$ cat config.mk
export PLATFORM = sky130hd
export DESIGN_NAME = mealy_stream_arb
export DESIGN_NICKNAME = d
export VERILOG_FILES = /design/src/rtl/mealy_stream_arb.sv
export SDC_FILE = /design/constraint.sdc
export NUM_CORES = 1
export LEC_CHECK = 0
export ABC_AREA = 1
export BUFFER_PORTS_ARGS = -buffer_cell sky130_fd_sc_hd__buf_2
export CORE_MARGIN = 8
export CORE_UTILIZATION = 51
export CTS_CLUSTER_DIAMETER = 80
export CTS_CLUSTER_SIZE = 8
export DETAILED_ROUTE_END_ITERATION = 10
export PLACE_DENSITY = 0.75
export SYNTH_ARGS = -nofsm -noshare
export SYNTH_HDL_FRONTEND = slang
export SYNTH_SLANG_ARGS = --single-unit
$ cat constraint.sdc
create_clock -name clk -period 1.48 [get_ports clk]
set_input_delay 0.074 -clock clk [delete_from_list [all_inputs] [get_ports clk]]
set_output_delay 0.074 -clock clk [all_outputs]
set_load 0.01 [all_outputs]
$ cat src/rtl/mealy_stream_arb.sv
// Two-requester round-robin arbiter that streams each word LSB-first through an external Mealy FSM and returns the captured outputs.
// Latency: response valid WIDTH+2 cycles after the accept cycle; accepts at most every WIDTH+3 cycles.
// Backpressure: requesters see ready only in IDLE; the response is held in DONE until rsp_ready. Optional rsp_ones via MEALY_STREAM_ARB_ONES_EN.
module mealy_stream_arb #(
    parameter int WIDTH = 8
) (
    input  logic             clk,
    input  logic             reset,
    input  logic             req0_valid,
    input  logic [WIDTH-1:0] req0_data,
    output logic             req0_ready,
    input  logic             req1_valid,
    input  logic [WIDTH-1:0] req1_data,
    output logic             req1_ready,
    output logic             rsp_valid,
    input  logic             rsp_ready,
    output logic [WIDTH-1:0] rsp_data,
    output logic             rsp_id,
`ifdef MEALY_STREAM_ARB_ONES_EN
    output logic [$clog2(WIDTH+1)-1:0] rsp_ones,
`endif
    output logic             fsm_reset,
    output logic             fsm_x,
    input  logic             fsm_outp,
    output logic             busy
);

    localparam int CNT_W = $clog2(WIDTH);

    typedef enum logic [1:0] {
        ST_IDLE,
        ST_CLR,
        ST_SHIFT,
        ST_DONE
    } state_t;

    state_t           state;
    state_t           state_nxt;
    logic [CNT_W-1:0] bit_cnt;
    logic [WIDTH-1:0] data_q;
    logic [WIDTH-1:0] result;
    logic             id_q;
    logic             last_id;
    logic             grant;
    logic             accept;
    logic             last_bit;

`ifdef MEALY_STREAM_ARB_ONES_EN
    logic [$clog2(WIDTH+1)-1:0] ones_cnt;
    assign rsp_ones = ones_cnt;
`endif

    // Tie goes to the requester not served last; a lone requester always wins.
    always_comb begin
        grant = 1'b0;
        if (req0_valid && req1_valid) begin
            grant = ~last_id;
        end else if (req1_valid) begin
            grant = 1'b1;
        end
    end

    assign accept   = (state == ST_IDLE) && (grant ? req1_valid : req0_valid);
    assign last_bit = (bit_cnt == CNT_W'(WIDTH - 1));

    always_comb begin
        state_nxt = state;
        unique case (state)
            ST_IDLE:  if (accept) state_nxt = ST_CLR;
            ST_CLR:   state_nxt = ST_SHIFT;
            ST_SHIFT: if (last_bit) state_nxt = ST_DONE;
            ST_DONE:  if (rsp_ready) state_nxt = ST_IDLE;
            default:  state_nxt = ST_IDLE;
        endcase
    end

    // Outputs are masked by reset because the state register only clears on the edge.
    always_comb begin
        req0_ready = 1'b0;
        req1_ready = 1'b0;
        rsp_valid  = 1'b0;
        busy       = 1'b0;
        fsm_x      = 1'b0;
        fsm_reset  = 1'b1;
        if (!reset) begin
            req0_ready = (state == ST_IDLE) && !grant;
            req1_ready = (state == ST_IDLE) && grant;
            rsp_valid  = (state == ST_DONE);
            busy       = (state != ST_IDLE);
            fsm_x      = (state == ST_SHIFT) && data_q[bit_cnt];
            fsm_reset  = (state == ST_CLR);
        end
    end

    assign rsp_data = result;
    assign rsp_id   = id_q;

    always_ff @(posedge clk) begin
        if (reset) begin
            state    <= ST_IDLE;
            bit_cnt  <= '0;
            data_q   <= '0;
            result   <= '0;
            id_q     <= 1'b0;
            last_id  <= 1'b1;
`ifdef MEALY_STREAM_ARB_ONES_EN
            ones_cnt <= '0;
`endif
        end else begin
            state <= state_nxt;
            unique case (state)
                ST_IDLE: begin
                    if (accept) begin
                        data_q  <= grant ? req1_data : req0_data;
                        id_q    <= grant;
                        last_id <= grant;
                    end
                end
                ST_CLR: begin
                    bit_cnt  <= '0;
`ifdef MEALY_STREAM_ARB_ONES_EN
                    ones_cnt <= '0;
`endif
                end
                ST_SHIFT: begin
                    result[bit_cnt] <= fsm_outp;
                    // Hold on the final bit so the counter never wraps.
                    if (!last_bit) begin
                        bit_cnt <= bit_cnt + CNT_W'(1);
                    end
`ifdef MEALY_STREAM_ARB_ONES_EN
                    ones_cnt <= ones_cnt + {{($clog2(WIDTH+1)-1){1'b0}}, fsm_outp};
`endif
                end
                default: ;
            endcase
        end
    end

endmodule

==> flow_summary.toml, run 1 <==
[timing]
slew_headroom_pct = 71.0
tightest_slew_ps = 434
fin_crit_sh_pct = 97.2
finClkSkew_ps = 3.88
rsz0062_at_grt = "yes"
final_max_slew_viol_count = 0
hold_viol_final = 0
min_period_ps = 1440
timing.hold.ws_ps = 63.3
setup_viol = 0
max_freq_ghz = 0.695
finalSetupTns_ps = 0

[clock_network]
hold_buffers = 0
htree_num_levels = 1
clock-sinks = 23
clkTransAtPathRegs_ps = 130
cts_buffers = 3
clock_path_buffers = 2
root_buffer = "clkbuf_4"
clk_latency_ps = 320
cts_tree = "built"

[yosys]
syn_avg_cell_area_um2 = 6.23
synth_warnings = 0
yosysSeqAreaShare_pct = 34.7
yosysTopAreaCell = "dfxtp_1"
yosysTopAreaCellShare_pct = 34.7
synthTopCellsByArea = "dfxtp_1 35%, nand2_1 16%, nor2_1 11%"
synth_nets = 242
syn_area_um2 = 1330
synthCells = 213
ys_seq_elements = 23
synth.distinct_cells = 18

[drt]
vias_per_cell = 4.71
drtIter0Drc = 52
wl_um = 2990
drc = 0
wl_per_cell_um = 10.4
drt_pass1_iterations = 4
dr_total_vias = 1362
drtAntennaViolNets = 0

[global_route]
grt_max_degree = 18
grt_pass1_wl_um = 4690
grt_use_total_pct = 13.1
grt-ovfl-total = 0
grt_pass1_vias = 1139
antenna_found_initial = 0

[worst_setup_path]
crit_path_max_incr_delay_ps = 420
worst_path_max_delay_cell = "dfxtp_4"
cp_top_family = "simple AND/OR/NAND/NOR gates"
critical_path.most_common_cell = "nor2_1"
worstPathRequired_ps = 1410
path_buf_inv = 2
crit_path_max_fanout = 6
path_class = "register to primary output"
startpoint_type = "register"
critPathArrivalTime_ps = 1360
critPathCaptureType = "primary output"
worstPathCellList = "inv_2 > nor2_2 > nand3_1 > nand2_1 > nor2_1 > nor2_1 > buf_2"

[power]
ir_worst_vdd_v = 0.00112
p_leak_uw = 0.000915
power_uw = 2440
power_density_nw_per_um2 = 1430

[layout]
design_area_um2 = 1700
drive_gt1_share_pct = 29.0
syn2layout_area_growth_pct = 28.2
fin_cells = 289
antennaDiodeCount = 0
fin_nets = 289
nFillCells = 243

[floorplan]
start_util_pct = 53.6
dieArea_um2 = 4490
die_h_um = 67.0
rows = 18
coreArea_um2 = 2480
die-width_um = 67.0
pin_count = 37

[hold_path]
min_path_type = "primary input to register"

[placed_design]
port_buffers = 36
place.gp.congestion = 0.835
placedCellCount = 278
hpwl_um = 2110
placed_cell_area_um2 = 1550

[outcome]
status = "finished, final reports clean"

[run]
max-cap-violations = 0
-- layout by cell type (no fill, tap or decap) --
master	n
nand2_1	55
inv_1	30
buf_2	36
nand2_2	2
inv_2	7
nand4_1	2
dfxtp_4	2
dfxtp_1	18
buf_4	10
clkbuf_1	1
a21oi_1	11
nor2_4	2
buf_6	1
ha_4	2
nor3_1	2
nor2_2	2
nand3_1	13
inv_4	1
o21ai_0	9
o21ai_1	1
ha_1	5
o21ai_2	1
a21oi_4	1
dfxtp_2	3
clkbuf_4	3
buf_12	1
nor2_1	37
nand2_4	1
-- registers in the layout, indices dropped and copies added (netlist names) --
register and flops:
bit_cnt 3, rsp_data 8, last_id 1, rsp_id 1, data_q 8, state 2
-- Yosys cell counts --
cell,instances
dfxtp_1,23
a21oi_1,11
inv_1,37
a21oi_4,1
clkbuf_1,2
buf_6,1
nand2_2,1
nand2_1,57
nor3_1,2
inv_2,1
nand4_1,2
buf_4,3
nor2_1,40
nor2_4,1
ha_1,7
o21ai_1,1
o21ai_0,10
nand3_1,13
-- routing by layer --
metal	wire length (um)	GRT usage (%)	part of all wire, %	vias to the layer above
met4	72	7.05	2.4	0
li1	-	-	-	737
met2	1310	19.8	44	24
met5	0	0	0	-
met3	132	3.19	4.4	7
met1	1480	16.8	50	594
-- power breakdown --
group	leakage (uW)	total, uW	switching [uW]	internal (uW)
combinational	0.000709	1280	724	552
sequential	0.000191	863	98.0	765
clock	0.0000150	297	191	106
-- worst reg2reg max path: stages, from the launching register on --
cell     delay [ps]
dfxtp_2         350
buf_4           120
ha_1            190
ha_1            180
inv_1            60
nand2_2          80
o21ai_2          80
inv_1            70
nand2_1          50
a21oi_1          50
-- worst paths after layout --
kind	start	end	slack [ps]	depth (start not counted)
worst max-delay path	bit_cnt[2]	fsm_x	40	7
worst min-delay path	req0_data[7]	data_q[7]	60	5
worst max register to register	bit_cnt[0]	bit_cnt[1]	130	9
worst min register to register	rsp_data[3]	rsp_data[3]	460	2
-- layout make-up --
class / count / area [um2] / area share, %
sequential: 23 / 472 / 27.7
clock buffer: 4 / 26.3 / 1.54
timing repair buffer: 48 / 287 / 16.8
tap: 30 / 37.5 / 2.21
inverter: 38 / 145 / 8.53
multi-input combinational: 146 / 734 / 43.2
-- stage by stage --
step | util, % | setup slack, ps
3_5_place_dp | 62.7 | 135
5_1_grt | 68.7 | -56.5
4_1_cts | 64.6 | -25.6
6_report | 68.7 | 41.5
2_1_floorplan | - | 203
3_3_place_gp | 62.7 | 173
-- logic make-up after synthesis --
family          Yosys count  share of synthesized area (%)
fa+ha+maj                 7                           6.60
compound gates           23                           9.52
simple gates            116                           35.3
buf+inv                  44                           13.9
flops                    23                           34.7
-- what timing repair did --
item	in CTS	in global routing
setup endpoints to repair	3	4
setup buffers	1	6
pin swaps	1	7
gates resized for setup	7	22
Note: power is estimated with default switching activity, not from simulation.
==> run 2: changes to the inputs <==
--- a/config.mk
+++ b/config.mk
@@ -6,7 +6,7 @@
 export NUM_CORES = 1
 export LEC_CHECK = 0
 export ABC_AREA = 1
-export BUFFER_PORTS_ARGS = -buffer_cell sky130_fd_sc_hd__buf_2
+export BUFFER_PORTS_ARGS = -buffer_cell sky130_fd_sc_hd__buf_4
 export CORE_MARGIN = 8
 export CORE_UTILIZATION = 51
 export CTS_CLUSTER_DIAMETER = 80
==> run 2 against run 1 <==
Effect of this change:
- flip-flop and latch count stayed put
- global-route usage shrank 0.26 points
- first-iteration DRC count grew 3.8%
- count of clock-buffer cells in the layout unchanged
- critical path depth decreased by 2
- sequential share of layout area is 1.1 points lower
- final cell count decreased by 0.35%
- critical path type unchanged
- critical endpoint is now req0_ready
==> flow_summary.toml, run 2 (synthesis results as in run 1) <==
[outcome]
status = "finished, final reports clean"

[global_route]
grt_pass1_vias = 1153
antenna_found_initial = 0
grt_max_degree = 18
grt_use_total_pct = 12.9
grt-ovfl-total = 0
grt_pass1_wl_um = 4680

[clock_network]
cts_buffers = 3
root_buffer = "clkbuf_4"
cts_tree = "built"
clock_path_buffers = 2
hold_buffers = 0
clock-sinks = 23
clkTransAtPathRegs_ps = 130
htree_num_levels = 1
clk_latency_ps = 320

[power]
ir_worst_vdd_v = 0.00109
p_switching_uw = 1010
power_uw = 2410
intPower_uw = 1400
p_sw_share_pct = 42.1
seqPwrFrac_pct = 35.9
p_comb_share_pct = 51.6
clockPowerShare_pct = 12.5
p_leak_uw = 0.000924
power_density_nw_per_um2 = 1360

[layout]
syn2layout_area_growth_pct = 33.4
fin_cells = 288
nFillCells = 228
final_cell_mix = "57 x nand2_1, 46 x buf_4, 38 x nor2_1"
final_common_cell = "nand2_1"
fin_nets = 288
post-route-util_pct = 71.5
antennaDiodeCount = 0
drive_gt1_share_pct = 27.5

[drt]
wl_per_cell_um = 10.7
drtIter0Drc = 54
vias_per_cell = 4.72
wl_um = 3080
drt_pass1_iterations = 4
drtAntennaViolNets = 0
drc = 0
dr_total_vias = 1359

[timing]
hold_viol_final = 0
max_freq_ghz = 0.711
fin_crit_sh_pct = 95.1
tightest_slew_ps = 236
finClkSkew_ps = 7.89
min_period_ps = 1410
final_max_slew_viol_count = 0
timing.hold.ws_ps = 19.7
slew_headroom_pct = 84.2
rsz0062_at_grt = "yes"
setup_viol = 0
layout_setup_ws_ps = 73.2

[worst_setup_path]
cp-startpoint = "state[0]"
r2r-end = "bit_cnt[2]"
rrSetupSlack_ps = 160
r2r_start = "bit_cnt[1]"
critPathArrivalTime_ps = 1330
worstPathRequired_ps = 1410
crit_path_max_fanout = 4
reg2reg_depth = 8
critPathCaptureType = "primary output"
startpoint_type = "register"
path_class = "register to primary output"
crit_end = "req0_ready"

[floorplan]
start_util_pct = 53.6
die_h_um = 67.0
coreArea_um2 = 2480
rows = 18
dieArea_um2 = 4490
die-width_um = 67.0
pin_count = 37

[placed_design]
placedCellCount = 280
port_buffers = 36
hpwl_um = 2210
place_ws_ps = 120
place.gp.congestion = 0.855

[hold_path]
min_path_type = "primary input to register"

[run]
max-cap-violations = 0
[run 2: stage by stage]
stage | TNS (ps) | cell area, um2
floorplan | 0 | 1330
global placement | 0 | 1650
detailed placement | 0 | 1650
CTS | -26.9 | 1680
global route | -30.7 | 1770
finish | 0 | 1770
[run 2: worst max-delay path: stages, from the launching register on]
cell     delay, ps
dfxtp_2        370
inv_2          110
ha_4           160
inv_2           50
nor3_2         180
buf_4          140
[run 2: worst min-delay path by stage]
stage,start,to,slack [ps],depth (start not counted)
after floorplan,reset,bit_cnt[1],140,1
after global placement,reset,bit_cnt[1],380,2
after detailed placement,reset,bit_cnt[2],380,2
after CTS,reset,bit_cnt[2],10,2
after global routing,reset,rsp_id,20,2
final,reset,bit_cnt[2],20,2
[run 2: power groups by stage]
| stage | logic, uW | clock network (uW) | registers [uW] |
|---|---|---|---|
| final | 1240 | 301 | 865 |
| after global placement | 1090 | 0 | 856 |
| after floorplan | 819 | 0 | 842 |
| after global routing | 1410 | 335 | 881 |
| after CTS | 1130 | 310 | 847 |
| after detailed placement | 1100 | 0 | 856 |
[run 2: cell type report]
class,count,area (um2),share of cell area (%)
clock buffers,4,26.3,1.48
inverters,38,145,8.20
multi-input cells,146,733,41.4
flip-flops and latches,23,472,26.6
well taps,30,37.5,2.12
repair buffers,47,357,20.1
[run 2: metal layers]
| layer | part of all wire [%] | up-vias | GRT usage (%) |
|---|---|---|---|
| li1 | - | 735 | - |
| met1 | 47 | 592 | 15.8 |
| met2 | 47 | 28 | 20.9 |
| met3 | 5.2 | 4 | 4.70 |
| met4 | 0.94 | 0 | 2.87 |
| met5 | 0 | - | 0 |
[run 2: what timing repair did]
item / 4_1_cts / 5_1_grt
endpoints found under the setup margin: 3 / 7
pin swaps: 1 / 9
setup buffers: 0 / 4
resized for setup: 4 / 22
endpoints found under the hold margin: 0 / 0
